===== src/rtl/apb_pkg.sv =====
// Shared types and bus widths for the APB initiator that drives the APB-to-I2C bridge.
package apb_pkg;

    localparam int unsigned APB_ADDR_W = 3;
    localparam int unsigned APB_DATA_W = 8;

    typedef enum logic [1:0] {
        APB_IDLE,
        APB_SETUP,
        APB_ACCESS
    } apb_state_t;

endpackage


===== src/rtl/apb_requester.sv =====
// APB3 initiator: converts single-beat valid/ready commands into IDLE->SETUP->ACCESS transfers
// and reports read data or a timeout on a one-cycle response strobe.
module apb_requester
    import apb_pkg::*;
#(
    parameter int unsigned ADDR_W         = APB_ADDR_W,
    parameter int unsigned DATA_W         = APB_DATA_W,
    parameter int unsigned TIMEOUT_CYCLES = 16
) (
    input  logic              clk_i,
    input  logic              reset_n,
    input  logic              cmd_valid_i,
    output logic              cmd_ready_o,
    input  logic              cmd_write_i,
    input  logic [ADDR_W-1:0] cmd_addr_i,
    input  logic [DATA_W-1:0] cmd_wdata_i,
    output logic              rsp_valid_o,
    output logic [DATA_W-1:0] rsp_rdata_o,
    output logic              rsp_err_o,
    output logic              psel,
    output logic              penable,
    output logic              pwrite,
    output logic [ADDR_W-1:0] paddr,
    output logic [DATA_W-1:0] pwdata,
    input  logic [DATA_W-1:0] prdata,
    input  logic              pready
);

    localparam int unsigned CNT_W = (TIMEOUT_CYCLES > 0) ? $clog2(TIMEOUT_CYCLES + 1) : 1;
    localparam logic [CNT_W-1:0] CNT_LAST = (TIMEOUT_CYCLES > 0) ? CNT_W'(TIMEOUT_CYCLES - 1) : '0;
    localparam logic [CNT_W-1:0] CNT_MAX  = '1;

    apb_state_t        state_q, state_d;
    logic [CNT_W-1:0]  cnt_q, cnt_d;
    logic              psel_q, psel_d;
    logic              penable_q, penable_d;
    logic              pwrite_q, pwrite_d;
    logic [ADDR_W-1:0] paddr_q, paddr_d;
    logic [DATA_W-1:0] pwdata_q, pwdata_d;
    logic              rsp_valid_q, rsp_valid_d;
    logic [DATA_W-1:0] rsp_rdata_q, rsp_rdata_d;
    logic              rsp_err_q, rsp_err_d;

    // NOTE: every signal gets a default before the case so no path leaves one unassigned,
    // which would otherwise infer a latch.
    always_comb begin
        state_d     = state_q;
        cnt_d       = cnt_q;
        pwrite_d    = pwrite_q;
        paddr_d     = paddr_q;
        pwdata_d    = pwdata_q;
        rsp_valid_d = 1'b0;
        rsp_rdata_d = '0;
        rsp_err_d   = 1'b0;

        unique case (state_q)
            APB_IDLE: begin
                // The bus registers double as the command latch; they hold while idle.
                if (cmd_valid_i) begin
                    state_d  = APB_SETUP;
                    pwrite_d = cmd_write_i;
                    paddr_d  = cmd_addr_i;
                    pwdata_d = cmd_wdata_i;
                    cnt_d    = '0;
                end
            end
            APB_SETUP: begin
                state_d = APB_ACCESS;
            end
            APB_ACCESS: begin
                if (cnt_q != CNT_MAX) begin
                    cnt_d = cnt_q + 1'b1;
                end
                if (pready) begin
                    state_d     = APB_IDLE;
                    rsp_valid_d = 1'b1;
                    rsp_rdata_d = pwrite_q ? '0 : prdata;
                end else if ((TIMEOUT_CYCLES != 0) && (cnt_q == CNT_LAST)) begin
                    state_d     = APB_IDLE;
                    rsp_valid_d = 1'b1;
                    rsp_err_d   = 1'b1;
                end
            end
            default: begin
                state_d = APB_IDLE;
            end
        endcase

        psel_d    = (state_d != APB_IDLE);
        penable_d = (state_d == APB_ACCESS);
    end

    // NOTE: sequential state uses non-blocking assignments so all registers update together.
    always_ff @(posedge clk_i or negedge reset_n) begin
        if (!reset_n) begin
            state_q     <= APB_IDLE;
            cnt_q       <= '0;
            psel_q      <= 1'b0;
            penable_q   <= 1'b0;
            pwrite_q    <= 1'b0;
            paddr_q     <= '0;
            pwdata_q    <= '0;
            rsp_valid_q <= 1'b0;
            rsp_rdata_q <= '0;
            rsp_err_q   <= 1'b0;
        end else begin
            state_q     <= state_d;
            cnt_q       <= cnt_d;
            psel_q      <= psel_d;
            penable_q   <= penable_d;
            pwrite_q    <= pwrite_d;
            paddr_q     <= paddr_d;
            pwdata_q    <= pwdata_d;
            rsp_valid_q <= rsp_valid_d;
            rsp_rdata_q <= rsp_rdata_d;
            rsp_err_q   <= rsp_err_d;
        end
    end

    assign cmd_ready_o = (state_q == APB_IDLE);
    assign psel        = psel_q;
    assign penable     = penable_q;
    assign pwrite      = pwrite_q;
    assign paddr       = paddr_q;
    assign pwdata      = pwdata_q;
    assign rsp_valid_o = rsp_valid_q;
    assign rsp_rdata_o = rsp_rdata_q;
    assign rsp_err_o   = rsp_err_q;

endmodule


===== config.mk =====
export PLATFORM = sky130hd
export DESIGN_NAME = apb_requester
export DESIGN_NICKNAME = d
export VERILOG_FILES = /design/src/rtl/apb_pkg.sv /design/src/rtl/apb_requester.sv
export SDC_FILE = /design/constraint.sdc
export NUM_CORES = 1
export LEC_CHECK = 0
export CAP_MARGIN = 40
export CORE_MARGIN = 3
export CORE_UTILIZATION = 45
export CTS_CLUSTER_SIZE = 14
export DETAILED_ROUTE_END_ITERATION = 7
export GPL_TIMING_DRIVEN = 0
export PLACE_DENSITY = 0.83
export SETUP_SLACK_MARGIN = 0.05
export SLEW_MARGIN = 25
export SYNTH_ARGS = -nofsm -noshare
export SYNTH_HDL_FRONTEND = slang
export SYNTH_SLANG_ARGS = --single-unit
export TNS_END_PERCENT = 10

===== constraint.sdc =====
create_clock -name clk_i -period 2.6 [get_ports clk_i]
set_input_delay 0.52 -clock clk_i [delete_from_list [all_inputs] [get_ports clk_i]]
set_output_delay 0.52 -clock clk_i [all_outputs]
set_load 0.01 [all_outputs]

; ---- Word level (Yosys, flattened, before mapping)
; Cells that the tools add are included.
[op_classes]
add_sub_neg = 1
mul = 0
div_mod_pow = 0
n_lt_le_gt_ge = 0
eq_ne = 7
shifts = 0
mux = 15
n_bitwise = 0
reduce_logical = 5
[op_table]
columns = op, n
row1 = $mux 8, 3
row2 = $mux 5, 2
row3 = $pmux 5 s2, 1
row4 = $mux 2, 3
row5 = $pmux 2 s3, 1
row6 = $add 5x1->5 const B, 1
row7 = $eq 5x4->1 const B, 1
row8 = $mux 1, 5
row9 = $ne 5x5->1 const B, 1
row10 = $eq 2x2->1 const B, 2
row11 = $ne 2x2->1 const B, 2
row12 = $reduce_bool 2->1, 2
row13 = $reduce_and 3->1, 1
row14 = $eq 2x1->1 const B, 1
row15 = $logic_not 2->1, 1
row16 = $reduce_and 2->1, 1
[totals]
reg_bits = 31
latchBits = 0
ramBits = 0
rom_bits = 0
in_bits = 24
out_inout_bits = 25
word_cells = 38
n_memories = 0

; ---- Longest topological paths before layout
; Gate-level depths: netlist of run 1.
[logic_depth]
depth_word = 5
mapped_depth = 6
depth_no_buf = 6

; ---- Least setup slack after synthesis of run 1
; Ideal clock, no wire load.
[synth_path]
path_type = reg2reg
startpoint = reg cnt_q[0]
endpoint = reg cnt_q[0]
setup_time_ns = 0.125
arrival_time_ns = 1.560
required_time_ns = 2.475
setup_slack_ns = 0.915
stages_incl_launch_ff = 7
n_path_buf = 0
synth_period_minus_slack_ns = 1.685
cell_sequence = dfrtp_1 -> ha_1 -> and3_1 -> ha_1 -> nor3b_2 -> nor2_1 -> mux2_2
[synth_between]
elab_chain_len = 3
word_cells_on_any_way = 6
cone_classes = 1 x add/sub / 2 x eq/ne / 2 x mux / 1 x reduce/logical
[synth_rtl]
columns = item, line_no
row1 = start: declaration, apb_requester.sv:34  ; logic [CNT_W-1:0] cnt_q, cnt_d;
row2 = start signal: assignment, apb_requester.sv:108  ; cnt_q <= cnt_d;
row3 = $add 5x1->5 or $ne 5x5->1 (tied branches), "apb_requester.sv:72, apb_requester.sv:71"
row4 = $mux 5 or $ne 2x2->1 (tied branches), n/a
row5 = $pmux 5 s2 or $reduce_and 3->1 (tied branches), n/a
; Parallel ways exist; a longest one is shown, timed or not. The select of a mux whose other input is x is not followed.
; A chain may end at the register's enable or synchronous reset.

; ---- Final worst setup path of run 1
[layout_path]
startpoint = reg state_q[0]
endpoint = out cmd_ready_o
[layout_between]
elab_chain_len = 1
[layout_rtl]
columns = item, line_no
row1 = start: declaration, apb_requester.sv:33  ; apb_state_t state_q, state_d;
row2 = start signal: assignment, apb_requester.sv:107  ; state_q <= state_d;
row3 = $logic_not 2->1, apb_requester.sv:120  ; assign cmd_ready_o = (state_q == APB_IDLE);
row4 = end: declaration, apb_requester.sv:13  ; output logic cmd_ready_o,
; Every way passes these cells.

==> metrics, run 1 <==
multiplexer area fraction after synthesis=13.8%; GRT Util Overall=17.4%; row count=18; post-layout minimum cycle time=1.99 ns; number of global-route vias before repair=899; Synth Register Bits=31; DR WL/cell=14.5 um; clock buffer depth=2; Synth Area in Adders=3.10%; YS warnings=0; DR WL met3=190 um; Skew-Pair Late Insertion Delay=0.32 ns; Post-CTS Repair Setup Buffers=0; CTS tree=done; final count of hold timing violations=0; RSZ-0062 raised after global routing=false; top-count cell post-synth=dfrtp_1; max layer used=met4; DRT Wirelength=2.44 mm; Initial Utilization=48.0%; post-synth cell types=22; EDFF count, synth=0; Max Slew Vio Count=0; Achievable Freq=0.503 GHz; HP Class=input port to async pin; max-cap viol count=0; Vias/cell=4.87; metal2 WL=1.31 mm; Post-CTS Hold Fix Bufs=0; PwrDens=932 mW/mm2; CTS resizes=0; clock-pin transition on the worst setup and hold timing paths=0.09 ns; simple-gate share of the synthesized area=14.3%; Worst Max-Slew Pin Slew=0.653 ns; residual DRC count=0; area delta synth->final=45.8%; Max rail drop VDD=0.000688 V; register area share after synthesis=64.1%; asr flop ratio synth=100%; nets@finish=166; Area contributors post-synth=dfrtp_1 64%, mux2_1 7.4%, mux2_2 4.7%; Req. time, crit path=2.08 ns; Final ANT Viol Nets=0; Cell Area, Synth=0.00121 mm2; leakage power=0.788 nW; CTS sink count=31; Final HPWL DP=1.92 mm; Core Box Area=0.00252 mm2; number of antenna violations at the first check in global routing=0; top post-synthesis cells by count=31 x dfrtp_1, 8 x and2_1, 8 x mux2_1; CTS root buffer=clkbuf_4; Iter 0 DRT Violations=6; worst path arrival time=1.47 ns; Fin Setup TNS=0 ns; die height=57.9 um; CP endpoint kind=primary output; CP Max Fanout=7; crit path launch type=flop; Final Cycle Share=76.5%; I/O pin cnt=49; die width=57.9 um; # diodes=0; Top FF cell, synth=dfrtp_1; share of cells above drive strength 1=11.6%; # port buffers=48; Hold Slack=0.214 ns; WL met1=897 um; Synth top area share=64.1%; Worst R2R Setup Slack=0.77 ns; Synth Net Count=111; combinational family with the most area after synthesis=simple AND/OR/NAND/NOR gates; die area=0.00335 mm2; status=completed; Pre-antenna DRT Iters=4; Syn Area/Cell=14.4 um2; routability congestion estimate=0.701; setup violators final=0; global-route wire length before repair=4.18 mm; final core occ=69.9%; number of H-tree levels=2; Worst Skew=0.00790 ns; Yosys top cell by area=dfrtp_1; post-synthesis compound-gate area fraction=3.21%; fill count=185; GR Overflow Total=0; Slew headroom=56.5%; DR vias=818; post-synthesis cell count=84; XOR/XNOR Fraction of Synth Area=0%; largest net degree at the start of global routing=32; kind of critical path=flop to primary output; TritonCTS Buffers=5
[power by group]
group	internal [mW]	leakage, nW	switching, mW
clock	0.0959	0.0242	0.145
sequential	0.637	0.396	0.102
combinational	0.408	0.368	0.255
[placed cells by master, fill, tap and decap left out, types with 2 or more instances in the layout]
cell type	n
clkbuf_4	5
mux2i_1	2
o31ai_1	2
clkdlybuf4s50_1	47
mux2_2	5
inv_1	2
nand2b_1	4
nor2_1	5
ha_1	3
nor3b_2	2
mux2_1	8
and2_1	8
o21ai_0	2
dfrtp_1	31
[path summary, 6_finish.rpt]
check / from / endpoint / cells past startpoint
setup / recovery: state_q[0] / cmd_ready_o / 2
hold / removal: reset_n / cnt_q[2] / 1
setup reg to reg: cnt_q[1] / cnt_q[0] / 6
hold reg to reg: cnt_q[3] / cnt_q[3] / 1
max in group asynchronous: reset_n / pwdata[3] / 1
min in group clk_i: cnt_q[3] / cnt_q[3] / 1
[registers in the layout (all words and copies together) (netlist names)]
register	count
rsp_err_o	1
cnt_q	5
paddr	3
pwrite	1
state_q	2
rsp_rdata_o	8
rsp_valid_o	1
penable	1
psel	1
pwdata	8
[layer usage]
layer  vias to the layer above  global-route usage (%)
met2                        27                    29.8
li1                        397                       -
met1                       389                    18.5
met3                         5                    8.46
met5                         -                       0
met4                         0                    5.96
[layout make-up]
class | instances | area, um2 | share of cell area, %
Multi-Input combinational cell | 50 | 415 | 23.5
Timing Repair Buffer | 48 | 475 | 27.0
Tap cell | 30 | 37.5 | 2.13
Inverter | 2 | 7.51 | 0.426
Clock buffer | 6 | 41.3 | 2.34
Buffer | 1 | 11.3 | 0.638
Sequential cell | 31 | 776 | 44.0
[stage by stage]
stage               cells  instance area, um2  total power [mW]  setup slack, ns
detailed placement    162                1720              1.42            0.512
CTS                   168                1760              1.67            0.579
finish                168                1760              1.64            0.611
global placement      162                1730              1.39            0.492
global route          168                1760              1.74            0.523
floorplan              84                1210              1.04            0.915
[logic make-up after synthesis]
group,Yosys count
flops,31
simple gates,26
mux,15
compound gates,6
buf+inv,3
fa+ha+maj,3
[worst max-delay path: stages, from the launching register on]
cell and delay, ns:
dfrtp_1 0.48, nor2_1 0.12, clkdlybuf4s50_1 0.54
(Power assumes the default switching activity.)
==> inputs of run 2 (changes only) <==
- CORE_UTILIZATION: 45 -> 38
- PLACE_DENSITY: 0.83 -> 0.75
- clock period: 2.6 -> 1.8 ns (I/O delays scaled with it)
==> run 2 against run 1 <==
Effect of this change:
- setup slack got worse by 0.54 ns
- clock power grew 120%
- final cell count increased by 10%
- non-clock buffer count grew 3
- worst hold slack got worse by 0.17 ns
- utilization shrank 5.3 points
- wire length up 2.3%
- flip-flop and latch count is the same
- critical path type is now flop to flop
- largest power group is now combinational cells
==> metrics, run 2 (synthesis results as in run 1) <==
status=completed; slowest stage delay, CP=0.43 ns; DRT Wirelength=2.49 mm; # diodes=0; number of antenna violations at the first check in global routing=0; Slew headroom=56.7%; slack of the critical path=0.0718 ns; area delta synth->final=55.0%; largest net degree at the start of global routing=32; CP max-delay cell=dfrtp_1; DP Area=0.00174 mm2; Final ANT Viol Nets=0; Layout Cells excl Fill=185; CTS sink count=31; residual DRC count=0; die area=0.00390 mm2; fill count=243; GRT Util Overall=14.2%; Final Cycle Share=96.0%; Placement Setup Slack=-0.119 ns; PwrDens=1400 mW/mm2; final count of hold timing violations=0; die height=62.4 um; Hold Slack=0.0432 ns; global-route wire length before repair=4.16 mm; number of H-tree levels=2; HP Class=input port to async pin; Max Slew Vio Count=0; Fin Setup TNS=0 ns; Inst Count DP=174; CP Max Fanout=5; DR vias=849; worst path arrival time=1.95 ns; max-cap viol count=0; Worst Skew=0.00854 ns; Req. time, crit path=2.02 ns; kind of critical path=flop to flop; CP endpoint kind=flop; crit path launch type=flop; post-layout minimum cycle time=1.73 ns; Worst Max-Slew Pin Slew=0.650 ns; clock-pin transition on the worst setup and hold timing paths=0.10 ns; Final HPWL DP=1.76 mm; DR WL/cell=13.5 um; Vias/cell=4.59; commonest non-fill, non-tap cell in the layout=clkdlybuf4s50_1; GR Overflow Total=0; Initial Utilization=41.7%; Achievable Freq=0.579 GHz; CTS tree=done; number of global-route vias before repair=924; most frequent cells in the layout=46 x clkdlybuf4s50_1, 29 x dfrtp_1, 8 x and2_1, 8 x mux2_1; clock buffer depth=2; Final Power=2.62 mW; Iter 0 DRT Violations=9; die width=62.4 um; final core occ=64.7%; setup violators final=0; leakage power=0.823 nW; share of cells above drive strength 1=19.6%; post-route cell area=0.00188 mm2; Max rail drop VDD=0.000810 V; # port buffers=48; row count=19; Post-CTS Hold Fix Bufs=0; crit path cell chain=ha_2 -> and3_4 -> ha_4 -> nor3b_4 -> nor2_2 -> mux2_2; nets@finish=169; CTS root buffer=clkbuf_4; routability congestion estimate=0.720; I/O pin cnt=49; Pre-antenna DRT Iters=2; Core Box Area=0.00290 mm2; TritonCTS Buffers=5; Skew-Pair Late Insertion Delay=0.33 ns; RSZ-0062 raised after global routing=true
[run 2: cell types whose count changed in the layout (fill, tap and decap cells not counted), sizes merged]
cell	change
dlymetal6s2s	+1
clkinv	+2
buf	+3
bufinv	+1
clkbuf	-1
clkdlybuf4s50	-1
[run 2: worst paths after layout]
| check | from | to | slack, ns | depth (start not counted) |
|---|---|---|---|---|
| worst max-delay path | cnt_q[0] | cnt_q[0] | 0.07 | 6 |
| worst min-delay path | reset_n | pwdata[6] | 0.04 | 1 |
| worst max register to register | cnt_q[0] | cnt_q[0] | 0.07 | 6 |
| worst min register to register | paddr[0] | paddr[0] | 0.50 | 1 |
| max in group asynchronous | reset_n | state_q[1] | 1.30 | 1 |
| min in group clk_i | paddr[0] | paddr[0] | 0.50 | 1 |
[run 2: timing repair]
item | in CTS | in global routing
gates resized for setup | 4 | 5
buffers inserted | 2 | 1
setup endpoints to repair | 4 | 4
pin swaps | 1 | 1
[run 2: final cells by class]
class	instances	area (um2)	share of cell area, %
timing repair buffer	51	500	26.7
clock buffer	5	37.5	2.00
inverter	2	7.51	0.400
tap	42	52.6	2.80
buffer	1	11.3	0.600
multi-input combinational	50	444	23.7
clock inverter	3	43.8	2.33
sequential	31	778	41.5
[run 2: where the power goes]
group / switching (mW) / internal, mW
logic: 0.414 / 0.634
clock network: 0.247 / 0.292
registers: 0.115 / 0.923
total: 0.775 / 1.85
[run 2: metal layers]
| layer | GRT usage (%) | up-vias | wire (um) |
|---|---|---|---|
| met1 | 13.8 | 414 | 956 |
| met3 | 6.47 | 2 | 203 |
| met4 | 8.26 | 0 | 44 |
| met2 | 24.5 | 29 | 1290 |
| met5 | 0 | - | 0 |
| li1 | - | 404 | - |
[run 2: critical path: cells and delay by family, from the launching register on]
kind	cells	cell delay, ns
fa+ha+maj	2	0.37
flops	1	0.43
mux	1	0.27
simple gates	3	0.56
